## src/rtl/ds_operand_unit_pkg.sv

```systemverilog
`default_nettype none
// ---------------------------------------------------------------------------
// ds_operand_unit_pkg : shared widths and bypass source indices for DS stage
// Rev 1.0
// ---------------------------------------------------------------------------
package ds_operand_unit_pkg;

  localparam int DS_DATA_W       = 32;
  localparam int DS_REG_AW       = 5;
  localparam int FS_TO_DS_BUS_WD = 64;

  // Bypass source order: lower index is younger and wins on a tie.
  localparam int SRC_ES = 0;
  localparam int SRC_MS = 1;
  localparam int SRC_WS = 2;

endpackage
`default_nettype wire

```

## src/rtl/ds_fwd_mux.sv

```systemverilog
`default_nettype none
// ---------------------------------------------------------------------------
// ds_fwd_mux : single read port priority bypass match and operand select
// Rev 1.0
// ---------------------------------------------------------------------------
module ds_fwd_mux
  import ds_operand_unit_pkg::*;
#(
  parameter int DATA_W  = DS_DATA_W,
  parameter int REG_AW  = DS_REG_AW,
  parameter int NUM_SRC = 3
) (
  input  logic [REG_AW-1:0]         rd_addr,
  input  logic                      rd_used,
  input  logic [DATA_W-1:0]         rf_rdata,
  input  logic [NUM_SRC-1:0]        fwd_valid,
  input  logic [NUM_SRC*REG_AW-1:0] fwd_dest,
  input  logic [NUM_SRC-1:0]        fwd_ready,
  input  logic [NUM_SRC*DATA_W-1:0] fwd_data,
  output logic [DATA_W-1:0]         opnd_value,
  output logic                      opnd_hazard
);

  logic found;

  always_comb begin
    opnd_value  = rf_rdata;
    opnd_hazard = 1'b0;
    found       = 1'b0;
    // Only the youngest matching source is considered; an unready winner
    // blocks even if an older source holds the same register.
    for (int i = 0; i < NUM_SRC; i++) begin
      if (!found && rd_used && (rd_addr != '0) && fwd_valid[i] &&
          (fwd_dest[i*REG_AW +: REG_AW] == rd_addr)) begin
        found       = 1'b1;
        opnd_value  = fwd_data[i*DATA_W +: DATA_W];
        opnd_hazard = ~fwd_ready[i];
      end
    end
    if (rd_addr == '0) begin
      opnd_value = '0;
    end
  end

endmodule
`default_nettype wire

```

## src/rtl/ds_operand_unit.sv

```systemverilog
`default_nettype none
// ---------------------------------------------------------------------------
// ds_operand_unit : DS pipeline register, operand bypass, stall counter, watchdog
// Rev 1.0
// ---------------------------------------------------------------------------
module ds_operand_unit
  import ds_operand_unit_pkg::*;
#(
  parameter int DATA_W    = DS_DATA_W,
  parameter int REG_AW    = DS_REG_AW,
  parameter int NUM_RD    = 2,
  parameter int NUM_SRC   = 3,
  parameter int PAYLOAD_W = FS_TO_DS_BUS_WD,
  parameter int CNT_W     = 32,
  parameter int MAX_STALL = 64
) (
  input  logic                      clk,
  input  logic                      reset,
  input  logic                      flush,
  input  logic                      fs_to_ds_valid,
  input  logic [PAYLOAD_W-1:0]      fs_to_ds_bus,
  output logic                      ds_allowin,
  input  logic                      es_allowin,
  output logic                      ds_to_es_valid,
  output logic [PAYLOAD_W-1:0]      ds_payload,
  input  logic [NUM_RD*REG_AW-1:0]  rd_addr,
  input  logic [NUM_RD-1:0]         rd_used,
  input  logic [NUM_RD*DATA_W-1:0]  rf_rdata,
  input  logic [NUM_SRC-1:0]        fwd_valid,
  input  logic [NUM_SRC*REG_AW-1:0] fwd_dest,
  input  logic [NUM_SRC-1:0]        fwd_ready,
  input  logic [NUM_SRC*DATA_W-1:0] fwd_data,
  output logic [NUM_RD*DATA_W-1:0]  opnd_value,
  output logic [NUM_RD-1:0]         opnd_hazard,
  output logic                      ds_stall,
  output logic [CNT_W-1:0]          stall_cycles,
  output logic                      stall_timeout
);

  localparam int                 CONS_W   = $clog2(MAX_STALL + 1);
  localparam logic [CONS_W-1:0]  CONS_MAX = CONS_W'(MAX_STALL);

  logic                 ds_valid_q, ds_valid_d;
  logic [PAYLOAD_W-1:0] ds_payload_q, ds_payload_d;
  logic [CNT_W-1:0]     stall_cycles_q, stall_cycles_d;
  logic [CONS_W-1:0]    consec_q, consec_d;
  logic                 stall_timeout_q, stall_timeout_d;
  logic                 ready_go;

  for (genvar p = 0; p < NUM_RD; p++) begin : g_port
    ds_fwd_mux #(
      .DATA_W  (DATA_W),
      .REG_AW  (REG_AW),
      .NUM_SRC (NUM_SRC)
    ) u_fwd_mux (
      .rd_addr     (rd_addr[p*REG_AW +: REG_AW]),
      .rd_used     (rd_used[p]),
      .rf_rdata    (rf_rdata[p*DATA_W +: DATA_W]),
      .fwd_valid   (fwd_valid),
      .fwd_dest    (fwd_dest),
      .fwd_ready   (fwd_ready),
      .fwd_data    (fwd_data),
      .opnd_value  (opnd_value[p*DATA_W +: DATA_W]),
      .opnd_hazard (opnd_hazard[p])
    );
  end

  assign ready_go       = ~|opnd_hazard;
  assign ds_allowin     = !ds_valid_q || (ready_go && es_allowin);
  // Flush is deliberately not applied here; downstream kills in the same cycle.
  assign ds_to_es_valid = ds_valid_q && ready_go;
  assign ds_stall       = ds_valid_q && !ready_go;
  assign ds_payload     = ds_payload_q;
  assign stall_cycles   = stall_cycles_q;
  assign stall_timeout  = stall_timeout_q;

  always_comb begin
    ds_valid_d      = ds_valid_q;
    ds_payload_d    = ds_payload_q;
    stall_cycles_d  = stall_cycles_q;
    consec_d        = '0;
    stall_timeout_d = stall_timeout_q;

    if (flush) begin
      ds_valid_d = 1'b0;
    end else if (ds_allowin) begin
      ds_valid_d = fs_to_ds_valid;
    end

    if (fs_to_ds_valid && ds_allowin && !flush) begin
      ds_payload_d = fs_to_ds_bus;
    end

    if (ds_stall && (stall_cycles_q != '1)) begin
      stall_cycles_d = stall_cycles_q + CNT_W'(1);
    end

    if (ds_stall && !flush) begin
      consec_d = (consec_q == CONS_MAX) ? consec_q : consec_q + CONS_W'(1);
    end

    if (consec_d == CONS_MAX) begin
      stall_timeout_d = 1'b1;
    end
  end

  always_ff @(posedge clk) begin
    if (reset) begin
      ds_valid_q      <= 1'b0;
      ds_payload_q    <= '0;
      stall_cycles_q  <= '0;
      consec_q        <= '0;
      stall_timeout_q <= 1'b0;
    end else begin
      ds_valid_q      <= ds_valid_d;
      ds_payload_q    <= ds_payload_d;
      stall_cycles_q  <= stall_cycles_d;
      consec_q        <= consec_d;
      stall_timeout_q <= stall_timeout_d;
    end
  end

endmodule
`default_nettype wire

```

## config.mk

```make
export PLATFORM = sky130hd
export DESIGN_NAME = ds_operand_unit
export DESIGN_NICKNAME = d
export VERILOG_FILES = /design/src/rtl/ds_operand_unit_pkg.sv /design/src/rtl/ds_fwd_mux.sv /design/src/rtl/ds_operand_unit.sv
export SDC_FILE = /design/constraint.sdc
export NUM_CORES = 1
export LEC_CHECK = 0
export ABC_AREA = 0
export ABC_CLOCK_PERIOD_IN_PS = 8800
export BUFFER_PORTS_ARGS = -buffer_cell sky130_fd_sc_hd__buf_4
export CORE_AREA = 2 2 167 169
export CTS_CLUSTER_SIZE = 10
export DETAILED_ROUTE_END_ITERATION = 6
export DIE_AREA = 0 0 169 171
export HOLD_SLACK_MARGIN = 0.1
export PLACE_DENSITY = 0.62
export SETUP_SLACK_MARGIN = 0.4
export SYNTH_ARGS = -nofsm -noshare
export SYNTH_HDL_FRONTEND = slang
export SYNTH_SLANG_ARGS = --single-unit
```

## constraint.sdc

```tcl
create_clock -name clk -period 8.8 [get_ports clk]
set_clock_uncertainty 0.1 [all_clocks]
set_input_delay 0 -clock clk [delete_from_list [all_inputs] [get_ports clk]]
set_output_delay 0 -clock clk [all_outputs]
set_load 0.05 [all_outputs]
```

* Word-level counts from Yosys, hierarchy flattened
Index checks and enable logic that the tools add are counted.
Word-level totals: word-level logic and storage cells 82, register bits after elaboration 105, output and inout bits 166, input bits 262
Operators by class: $add $sub $neg 2, muxes and demuxes 20, reduce and logical (&&, ||, !) cells 43, bitwise operators 3, eq/ne operators 9
Operator list (number):
- 2-to-1 mux 32 bit | 8
- adder 32 x 1 -> 32 bit (second input constant) | 1
- != test 32 bit (second input constant) | 1
- == test 5 bit | 6
- logical AND 1 bit | 29
- == test 7 bit (second input constant) | 2
- 2-to-1 mux 7 bit | 2
- logical NOT 5 bit | 2
- 2-to-1 mux 1 bit | 10
- nonzero test 5 bit | 2
- adder 7 x 1 -> 7 bit (second input constant) | 1
- logical NOT 1 bit | 7
- OR reduction 2 bit | 2
- inverter 1 bit | 3
- logical OR 1 bit | 1

* Logic depth before layout (Yosys ltp)
Gate-level depths: netlist of run 1.
depth after elaboration 23, depth in mapped cells 11, gate-level depth less buffers 8

* Hierarchy
A second synthesis of run 1 with hierarchy kept.
Second synthesis, totals: cell total of the unflattened synthesis 958, area, all modules 7352.1 µm²
Modules (own cells, without submodules):
- ds_operand_unit | sequential area each 2102.0 µm², times used 1, area an instance 4266.6 µm², cells each 530
- ds_fwd_mux | sequential area each 0.0 µm², times used 2, area an instance 1542.7 µm², cells each 214

* Worst setup path before layout of run 1
Ideal clock, no wire load.
kind register to register, from register stall_cycles_q[3] (netlist: stall_cycles[3]), to register stall_cycles_q[1] (netlist: stall_cycles[1]), cell stages (with the launch flop) 11, arrival 3023 ps, path buffers 3, setup time 71 ps, setup slack 5607 ps, data required time 8629 ps, period minus slack after synthesis 3193 ps, cells stage by stage dfxtp_1 and4_1 and3_1 nand4_1 or2_0 nor3_1 clkbuf_1 clkbuf_1 clkbuf_1 o21ai_0 a21oi_1
On the way: word-level cells in the longest chain between the ends 2
RTL lines:
- start: declaration | line ds_operand_unit.sv:45 | logic [CNT_W-1:0] stall_cycles_q, stall_cycles_d;
- start signal: assignment | line ds_operand_unit.sv:117 | stall_cycles_q <= stall_cycles_d;
- != test 32 bit | line ds_operand_unit.sv:94 | if (ds_stall && (stall_cycles_q != '1)) begin
- logical AND 1 bit | line ds_operand_unit.sv:94
No other way between the ends. A chain may end at the register's enable or synchronous reset.

* Worst setup path after layout of run 1
from input rd_addr[0], to register ds_payload_q[38] (netlist: ds_payload[38])
On the way: word-level cells in the longest chain between the ends 23, elaborated cells on any way between the ends 28, classes of those cells eq/ne (3); mux (5); reduce/logical (20)
RTL lines:
- start: declaration | line ds_operand_unit.sv:26 | input logic [NUM_RD*REG_AW-1:0] rd_addr,
- nonzero test 5 bit | line ds_fwd_mux.sv:33 | if (!found && rd_used && (rd_addr != '0) && fwd_valid[i] &&
- logical AND 1 bit (3 in series) | line ds_fwd_mux.sv:33
- 2-to-1 mux 1 bit | line ds_fwd_mux.sv:33
- logical NOT 1 bit | line ds_fwd_mux.sv:33
- logical AND 1 bit (4 in series) | line ds_fwd_mux.sv:33
- 2-to-1 mux 1 bit | line ds_fwd_mux.sv:33
- logical NOT 1 bit | line ds_fwd_mux.sv:33
- logical AND 1 bit (4 in series) | line ds_fwd_mux.sv:33
- 2-to-1 mux 1 bit * | line ds_fwd_mux.sv:33
- OR reduction 2 bit * | line ds_operand_unit.sv:68 | assign ready_go = ~|opnd_hazard;
- logical NOT 1 bit * | line ds_operand_unit.sv:68
- logical AND 1 bit * | line ds_operand_unit.sv:69 | assign ds_allowin = !ds_valid_q || (ready_go && es_allowin);
- logical OR 1 bit * | line ds_operand_unit.sv:69
- logical AND 1 bit * (2 in series) | line ds_operand_unit.sv:90 | if (fs_to_ds_valid && ds_allowin && !flush) begin
- end signal: assignment | line ds_operand_unit.sv:116 | ds_payload_q <= ds_payload_d;
- end: declaration | line ds_operand_unit.sv:44 | logic [PAYLOAD_W-1:0] ds_payload_q, ds_payload_d;
Every way passes the cells marked *; elsewhere a longest branch is shown, timed or not.

==> results of run 1 <==
per-layer routing:
metal	vias to the layer above	routed length, microns
li1	4179	-
met1	3994	12200
met2	377	15200
met3	48	2500
met4	0	1040
met5	-	0
cells in the final DEF, fill, tap and decap left out, types with 11 or more instances in the layout:
| cell | netlist | routed |
|---|---|---|
| or3_1 | 14 | 14 |
| inv_1 | 11 | 11 |
| mux2_2 | 13 | 13 |
| nor4_1 | 11 | 11 |
| nand4_1 | 11 | 11 |
| nor3_1 | 13 | 12 |
| nor2_1 | 93 | 92 |
| dlygate4sd3_1 | 0 | 73 |
| a21oi_1 | 81 | 81 |
| buf_4 | 2 | 438 |
| xor2_1 | 28 | 28 |
| o21ai_0 | 13 | 13 |
| mux2i_1 | 128 | 128 |
| nor2b_1 | 15 | 14 |
| nand2_1 | 149 | 148 |
| or4_1 | 15 | 15 |
| o211ai_1 | 64 | 64 |
| nand3_1 | 24 | 23 |
| dfxtp_1 | 105 | 105 |
critical path: stages:
cell and delay [ps]:
buf_4 130, or4_1 580, nor2_4 730, or4b_2 270, buf_4 480, o211a_1 260, a221oi_4 70, o32ai_4 500
buf_4 830, mux2i_1 280, nor2_1 60, dlygate4sd3_1 580
final cells by class:
class | count | area (sq um) | area share [%]
Antenna cell | 5 | 12.5 | 0.108
Clock buffer | 10 | 229 | 1.98
Clock inverter | 6 | 47.5 | 0.410
Inverter | 11 | 41.3 | 0.356
Multi-Input combinational cell | 731 | 4700 | 40.6
Sequential cell | 105 | 2100 | 18.1
Tap cell | 346 | 433 | 3.74
Timing Repair Buffer | 511 | 4020 | 34.7
how the worst max path moves through the flow:
stage                            startpoint                            to  slack (ps)  cells past startpoint
2_1_floorplan  stall_cycles[3]$_SDFFE_PP0P_  stall_cycles[1]$_SDFFE_PP0P_        5610                     10
3_3_place_gp                     rd_addr[0]   ds_payload[27]$_SDFFE_PP0P_        4310                     11
3_5_place_dp                     rd_addr[0]   ds_payload[30]$_SDFFE_PP0P_        4240                     11
4_1_cts                          rd_addr[0]   ds_payload[16]$_SDFFE_PP0P_        4150                     12
5_1_grt                          rd_addr[0]   ds_payload[38]$_SDFFE_PP0P_        3840                     12
6_report                         rd_addr[0]   ds_payload[38]$_SDFFE_PP0P_        4130                     12
metrics by stage:
stage	std cells	hold WS, ps	utilization (%)	worst slack, ps
6_report	1725	199	42.4	4130
5_1_grt	1724	227	42.4	3840
4_1_cts	1720	187	42.3	4150
3_5_place_dp	1631	136	38.7	4240
3_3_place_gp	1631	129	38.7	4310
2_1_floorplan	924	-20.7	-	5610
registers in the layout, summed over array words and instances (netlist names):
name and cells:
ds_payload 64, stall_cycles 32, consec_q 7, ds_valid_q 1, stall_timeout 1
power groups by stage:
| stage | clock (mW) | combinational (mW) | sequential (mW) |
|---|---|---|---|
| 5_1_grt | 0.424 | 0.518 | 0.508 |
| 4_1_cts | 0.405 | 0.488 | 0.505 |
| 2_1_floorplan | 0 | 0.198 | 0.579 |
| 3_3_place_gp | 0 | 0.458 | 0.516 |
| 3_5_place_dp | 0 | 0.461 | 0.515 |
| 6_report | 0.390 | 0.491 | 0.506 |
timing repair:
| action | 4_1_cts | 5_1_grt |
|---|---|---|
| hold buffers | 73 | 0 |
| endpoints found under the setup margin | 0 | 0 |
| gates resized for setup | 0 | 0 |
| hold endpoints to repair | 93 | 0 |
cell families after synthesis:
family	synth area share [%]
AND/OR/NAND/NOR	24.3
AO/OA/AOI/OAI	16.0
XOR/XNOR	4.55
adder cells (fa/ha/maj)	0.527
multiplexers	20.1
buffers and inverters	5.01
flip-flops	29.5
==> impl_metrics.csv, run 1 <==
group,metric,value,unit
detailed_routing,final_antenna_net_count,0,
layout,num-fill-cells,2749,
sta,period_share,53.1,%
logic_synthesis,syn_nets,1189,
pwr,irDropWorstVdd,0.000103,V
sta,hold_viol_final,0,
setup_path,reg2reg_from,"stall_cycles[3]$_SDFFE_PP0P_",
sta,fin_crit,4670,ps
clock_tree,cts-root-buf,"clkbuf_16",
setup_path,endpoint_kind,"flip-flop",
logic_synthesis,synth_warnings,0,
setup_path,reg2reg_depth,8,
sta,setup_viol,0,
clock_tree,post_cts_buffers,0,
placement,dp_hpwl,22700,microns
clock_tree,clock_sinks,105,
global_route,grt_pass1_vias,8499,
floorplanning,io_pins,428,
flow_run,max-cap-violations,0,
global_route,grt-ovfl-total,0,
logic_synthesis,ys_seq_area_share,29.5,%
clock_tree,cts.htree.levels,3,
placement,gp_congestion,0.879,
clock_tree,cts_tree,"done",
detailed_routing,vias,8598,
layout,areaGrowthSynthToFinish,62.8,%
logic_synthesis,yosys.cell_types.count,48,
logic_synthesis,syn_area,7120,sq um
logic_synthesis,synth_top_cell_by_area,"dfxtp_1",
detailed_routing,via_per_inst,4.98,
logic_synthesis,ys_top_cells_by_count,"nand2_1, mux2i_1, dfxtp_1",
logic_synthesis,yosysMostFrequentCell,"nand2_1",
setup_path,timing.rr.end,"stall_cycles[6]$_SDFFE_PP0P_",
pwr,p_leak,5.51,nW
setup_path,required,8940,ps
sta,tightestPinTransition,1210,ps
logic_synthesis,avgSynthCellArea,7.70,sq um
placement,postPlaceCellArea,10600,sq um
setup_path,startpoint_type,"primary input",
pwr,p_int,0.898,mW
logic_synthesis,synth_seq_cells,105,
pwr,p_per_area,120,nW/um^2
pwr,switching_share,35.2,%
pwr,total_power,1.39,mW
floorplanning,die_h,171,microns
placement,portBuffers,427,
hold_path,min_path_type,"in2reg",
setup_path,reg2reg_setup_slack,5470,ps
global_route,grt_max_degree,74,
detailed_routing,wl_per_cell,17.9,microns
layout,fin_nets,1634,
pwr,pwr-share-comb,35.4,%
clock_tree,cts_made_buffers,9,
floorplanning,dieWidth,169,microns
global_route,met1_usage,23.8,%
pwr,p_seq_share,36.5,%
setup_path,cp_max_fo,59,
logic_synthesis,netlist_instances,924,
sta,slew_viol_final,0,
layout,drive_gt1_share,35.1,%
global_route,met2_usage,35.2,%
global_route,grt_most_used_layer,"met2",
logic_synthesis,synth_top_area_share,29.5,%
floorplanning,initial_core_util,26.0,%
layout,design_area,11600,sq um
logic_synthesis,synth_edf_count,0,
logic_synthesis,async_reset_ff_share,0,%
floorplanning,dieArea,28900,sq um
clock_tree,cts.reportedPaths.clkPinSlew,80,ps
hold_path,min_path_cells,5,
sta,fmax,214,MHz
sta,max_slew_margin,19.1,%
setup_path,critPathArrivalTime,4810,ps
logic_synthesis,synth_flop_cell,"dfxtp_1",
global_route,grt_util_all_layers,20.3,%
clock_tree,clock_latency,340,ps
floorplanning,row_count,61,
detailed_routing,dr.first_iter.drc_count,456,
global_route,grt_use_met3,4.93,%
detailed_routing,firstDrtPassIters,5,
sta,fin_setup_tns,0,ps
pwr,switching_power,0.488,mW
global_route,antenna_found_initial,4,
sta,rsz0062_at_grt,"false",
setup_path,critical_path_class,"in2reg",
detailed_routing,drc,0,
pwr,clockPowerShare,28.1,%
global_route,grt_pass1_wl,46800,microns
hold_path,hold-path-endpoint,"ds_payload[20]$_SDFFE_PP0P_",
logic_synthesis,yosys-top-cells-area,"dfxtp_1, mux2i_1, nand2_1",
hold_path,hp-start,"fs_to_ds_valid",
status,status,"completed",
clock_tree,clk_path_buf_depth,2,
detailed_routing,drt_wl_total,30900,microns
floorplanning,core-area,27300,sq um
No activity file was read; power rests on OpenSTA's default activity.
==> run 2: changes to the inputs <==
ABC_CLOCK_PERIOD_IN_PS = 4500   (was 8800)
CORE_AREA = 2 2 165 167   (was 2 2 167 169)
DIE_AREA = 0 0 167 169   (was 0 0 169 171)
PLACE_DENSITY = 0.63   (was 0.62)
clock period = 4.5 ns   (was 8.8 ns; I/O delays follow)
==> run 2 against run 1 <==
Worst hold slack better by 94 ps. Sequential power is 95% higher. Via count is 0.99% higher. Cell area is 1.1% higher. Register-to-register slack worse by 3700 ps. Final cell count is 0.12% higher. Routed wire length is 0.79% lower. Critical path depth is 1 lower. Utilization is 1.8 points higher. Non-clock buffer count is 13 higher. Count of clock-buffer cells in the layout stayed put. Global-route usage is 0.11 points higher. Critical endpoint is now ds_payload[3]$_SDFFE_PP0P_.
==> impl_metrics.csv, run 2 (synthesis gave the netlist of run 1 again) <==
group,metric,value,unit
status,status,"completed",
placement,place_inst,1636,
setup_path,critPathArrivalTime,3500,ps
layout,mostFrequentLayoutCells,"buf_4, nand2_1, mux2i_1",
placement,portBuffers,427,
pwr,p_per_area,235,nW/um^2
layout,areaGrowthSynthToFinish,64.6,%
floorplanning,row_count,60,
pwr,pwr-share-comb,35.1,%
detailed_routing,via_per_inst,5.03,
clock_tree,cts_made_buffers,9,
floorplanning,dieArea,28200,sq um
global_route,grt_util_all_layers,20.4,%
global_route,grt_pass1_vias,8543,
detailed_routing,dr.first_iter.drc_count,566,
setup_path,crit_end,"ds_payload[3]$_SDFFE_PP0P_",
sta,hold_ws,293,ps
sta,fin_setup_tns,0,ps
detailed_routing,drt_wl_total,30700,microns
pwr,clockPowerShare,29.0,%
setup_path,required,4630,ps
setup_path,worst_path_max_delay_cell,"o32ai_4",
layout,design_area,11700,sq um
sta,fin_crit,3360,ps
setup_path,reg2reg_from,"stall_cycles[4]$_SDFFE_PP0P_",
sta,setup_viol,0,
detailed_routing,final_antenna_net_count,0,
clock_tree,clk_path_buf_depth,2,
placement,postPlaceCellArea,10700,sq um
global_route,grt_pass1_wl,46900,microns
sta,hold_viol_final,0,
setup_path,cp_max_fo,10,
floorplanning,dieWidth,167,microns
flow_run,max-cap-violations,0,
detailed_routing,wl_per_cell,17.7,microns
floorplanning,io_pins,428,
setup_path,reg2reg_setup_slack,1780,ps
hold_path,min_path_cells,4,
placement,dp_hpwl,22800,microns
global_route,grt-ovfl-total,0,
clock_tree,post_cts_buffers,0,
clock_tree,cts-root-buf,"clkbuf_16",
setup_path,timing.rr.end,"stall_cycles[31]$_SDFFE_PP0P_",
detailed_routing,firstDrtPassIters,6,
clock_tree,cts.htree.levels,3,
floorplanning,die_h,169,microns
pwr,switching_power,0.941,mW
pwr,total_power,2.76,mW
layout,fin_nets,1647,
clock_tree,clock_latency,350,ps
setup_path,startpoint_type,"primary input",
clock_tree,cts.reportedPaths.clkPinSlew,80,ps
layout,num-fill-cells,2632,
layout,stdcell_count,1727,
setup_path,cp_common_cell,"buf_4",
setup_path,cp.depth,11,
global_route,antenna_found_initial,0,
pwr,irDropWorstVdd,0.000205,V
layout,largest_reg_flops,64,
floorplanning,core-area,26500,sq um
hold_path,min_path_type,"in2out",
sta,rsz0062_at_grt,"false",
detailed_routing,vias,8683,
setup_path,reg2reg_depth,9,
pwr,p_seq_share,35.8,%
global_route,grt_max_degree,61,
layout,seqCellArea,2100,sq um
setup_path,endpoint_kind,"flip-flop",
clock_tree,cts_tree,"done",
layout,multiInputGateArea,4700,sq um
sta,max_slew_margin,43.9,%
pwr,p_int,1.82,mW
clock_tree,hold_buffers,76,
pwr,switching_share,34.1,%
sta,layout_setup_ws,1140,ps
layout,drive_gt1_share,35.4,%
placement,gp_congestion,0.889,
sta,tightestPinTransition,841,ps
sta,period_share,74.8,%
floorplanning,initial_core_util,26.9,%
layout,postLayoutCoreUtil,44.2,%
placement,place_ws,1180,ps
setup_path,crit_buf_inv,3,
clock_tree,clock_sinks,105,
setup_path,cp_cell_sequence,"buf_4, xor2_1, nor4_1, nand3_1, nor4b_1, a221oi_4, o32ai_4, buf_4, mux2i_1, nor2_1, dlygate4sd3_1",
pwr,p_leak,5.58,nW
setup_path,slowest_delay,770,ps
sta,slew_viol_final,0,
layout,final_common_cell,"buf_4",
detailed_routing,drc,0,
setup_path,critical_path_class,"in2reg",
clock_tree,cts.repair.resized,0,
layout,antennaDiodeCount,0,
sta,fmax,297,MHz
setup_path,crit_family,"simple AND/OR/NAND/NOR gates",
setup_path,crit_start,"fwd_dest[10]",
run 2: how the worst min path moves through the flow:
stage | start | endpoint | slack (ps)
6_report | fwd_data[85] | opnd_value[21] | 290
5_1_grt | fwd_data[67] | opnd_value[3] | 310
4_1_cts | fwd_data[77] | opnd_value[13] | 300
3_5_place_dp | flush | ds_valid_q$_SDFFE_PP0P_ | 130
3_3_place_gp | fs_to_ds_bus[47] | ds_payload[47]$_SDFFE_PP0P_ | 130
2_1_floorplan | flush | ds_valid_q$_SDFFE_PP0P_ | -20
run 2: worst reg2reg max path, delay by kind of cell, from the launching register on:
| family | cells | cell delay [ps] |
|---|---|---|
| AND/OR/NAND/NOR | 8 | 2010 |
| buffers and inverters | 1 | 210 |
| flip-flops | 1 | 360 |
run 2: power groups by stage:
stage	clock network [mW]	logic (mW)	registers, mW
floorplan	0	0.386	1.13
global placement	0	0.906	1.01
detailed placement	0	0.911	1.01
CTS	0.813	0.966	0.987
global route	0.849	1.02	0.991
finish	0.800	0.969	0.987
run 2: final cells by class:
cell class / count / share of cell area (%)
clock buffers: 10 / 1.95
clock inverters: 5 / 0.555
inverters: 11 / 0.353
multi-input cells: 731 / 40.1
flip-flops and latches: 105 / 17.9
well taps: 341 / 3.64
repair buffers: 524 / 35.4
run 2: layer usage:
layer	wire length, microns	track usage [%]
met5	0	0
met4	539	5.32
met3	2270	4.35
met2	15300	36.7
met1	12500	24.7
==> run 3: changes to the inputs <==
ABC_CLOCK_PERIOD_IN_PS = 3200   (was 4500)
clock period = 3.2 ns   (was 4.5 ns; I/O delays follow)
==> run 3 against run 2 <==
The flow now finishes with violations (DRC). Count of clock-buffer cells in the layout unchanged. Non-clock buffer count decreased by 2. Routed wire length decreased by 1.5%. Worst hold slack got worse by 22 ps. Final cell count increased by 0.12%. Register-to-register slack got worse by 1200 ps. Via count decreased by 0.59%. Largest cell class unchanged.
==> impl_metrics.csv, run 3 (synthesis gave the netlist of run 1 again) <==
group,metric,value,unit
status,status,"finished with violations",
status,violations,"DRC",
setup_path,crit_buf_inv,3,
setup_path,cp_cell_sequence,"buf_4, or4_1, nor2_2, or4b_4, buf_4, mux2i_1, nand2_1, o211ai_1, a21oi_1, buf_4",
placement,portBuffers,427,
flow_run,max-cap-violations,0,
clock_tree,cts-root-buf,"clkbuf_16",
setup_path,endpoint_kind,"output port",
global_route,grt_pass1_vias,8712,
floorplanning,die_h,169,microns
hold_path,min_path_type,"in2reg",
sta,fmax,384,MHz
sta,period_share,81.4,%
pwr,p_per_area,333,nW/um^2
setup_path,cp_max_fo,32,
setup_path,cp_common_cell,"buf_4",
detailed_routing,dr.first_iter.drc_count,516,
global_route,antenna_found_initial,4,
setup_path,crit_family,"simple AND/OR/NAND/NOR gates",
placement,gp_congestion,0.910,
clock_tree,cts.htree.levels,3,
global_route,grt_pass1_wl,46400,microns
sta,fin_crit,2610,ps
detailed_routing,wl_per_cell,17.5,microns
setup_path,startpoint_type,"primary input",
sta,hold_viol_final,0,
global_route,grt_util_all_layers,20.2,%
clock_tree,clk_path_buf_depth,2,
placement,postPlaceCellArea,10800,sq um
layout,final_common_cell,"buf_4",
detailed_routing,via_per_inst,4.99,
sta,setup_viol,0,
global_route,grt_max_degree,65,
sta,fin_setup_tns,0,ps
sta,rsz0062_at_grt,"false",
floorplanning,dieWidth,167,microns
layout,areaGrowthSynthToFinish,66.8,%
floorplanning,dieArea,28200,sq um
layout,mostFrequentLayoutCells,"buf_4, nand2_1, mux2i_1",
setup_path,worst_path_max_delay_cell,"or4_1",
detailed_routing,drt_wl_total,30200,microns
layout,largest_reg_flops,64,
clock_tree,clock_latency,360,ps
floorplanning,io_pins,428,
floorplanning,core-area,26500,sq um
sta,tightestPinTransition,670,ps
clock_tree,cts.reportedPaths.clkPinSlew,80,ps
floorplanning,initial_core_util,26.9,%
sta,layout_setup_ws,595,ps
detailed_routing,final_antenna_net_count,0,
detailed_routing,vias,8632,
clock_tree,clock_sinks,105,
clock_tree,cts_tree,"done",
placement,dp_hpwl,23000,microns
clock_tree,cts_made_buffers,9,
setup_path,slowest_delay,530,ps
layout,postLayoutCoreUtil,44.8,%
layout,drive_gt1_share,36.9,%
sta,slew_viol_final,0,
floorplanning,row_count,60,
placement,place_ws,141,ps
sta,max_slew_margin,55.4,%
setup_path,critical_path_class,"in2out",
layout,design_area,11900,sq um
detailed_routing,firstDrtPassIters,7,
setup_path,critPathArrivalTime,2510,ps
pwr,irDropWorstVdd,0.000267,V
pwr,p_leak,5.66,nW
global_route,grt-ovfl-total,0,
detailed_routing,drc,4,
setup_path,required,3100,ps
layout,fin_nets,1645,
## run 3: changes by cell type in the layout (fill, tap and decap cells not counted), moves of 3 or more
cell	delta
buf_12	+10
buf_4	-3
dfxtp_1	-9
dfxtp_2	+8
diode_2	+3
dlygate4sd3_1	-9
## run 3: final cells by class
cell class,count,area (sq um)
inverter,11,41.3
tap,341,427
multi-input combinational,731,4720
sequential,105,2120
fill,2626,14600
timing repair buffer,522,4240
clock inverter,6,83.8
antenna,3,7.51
clock buffer,10,239
## run 3: what timing repair did
item / 4_1_cts / 5_1_grt
pin swaps: 0 / 2
endpoints found under the hold margin: 86 / 0
setup buffers: 0 / 2
resized for setup: 1 / 4
endpoints found under the setup margin: 14 / 17
hold buffers: 67 / 0
## run 3: metal layers
| metal | up-vias | global-route usage [%] | share of wire (%) |
|---|---|---|---|
| li1 | 4194 | - | - |
| met1 | 3987 | 23.7 | 40 |
| met2 | 400 | 35.1 | 48 |
| met3 | 49 | 6.06 | 8.9 |
| met4 | 2 | 7.05 | 2.9 |
| met5 | - | 0 | 0.043 |
## run 3: tightest hold or removal path, delay by kind of cell
kind                   cells  cell delay, ps
and+or+nand+nor            2             150
AOI/OAI and AO/OA          1             160
muxes                      1              90
buffers and inverters      2             270
## run 3: stage by stage
| step | power (mW) | hold WS [ps] | instances |
|---|---|---|---|
| final | 3.95 | 271 | 1729 |
| after floorplan | 2.13 | -20.7 | 924 |
| after CTS | 3.97 | 270 | 1724 |
| after global routing | 4.11 | 308 | 1727 |
| after detailed placement | 2.71 | 141 | 1641 |
| after global placement | 2.70 | 132 | 1641 |
## run 3: report_power, final
group	total [mW]	internal, mW	switching, mW
clock network	1.20	0.649	0.548
logic	1.36	0.587	0.777
registers	1.39	1.36	0.0307
## run 3: worst paths after layout
| kind | start | endpoint | slack (ps) | depth (start not counted) |
|---|---|---|---|---|
| max | rd_addr[0] | opnd_value[8] | 590 | 10 |
| min | fs_to_ds_valid | ds_payload[59]$_SDFFE_PP0P_ | 270 | 6 |
| max reg2reg | stall_cycles[4]$_SDFFE_PP0P_ | stall_cycles[31]$_SDFFE_PP0P_ | 600 | 7 |
| min reg2reg | stall_timeout$_SDFFE_PP0N_ | stall_timeout$_SDFFE_PP0N_ | 370 | 2 |
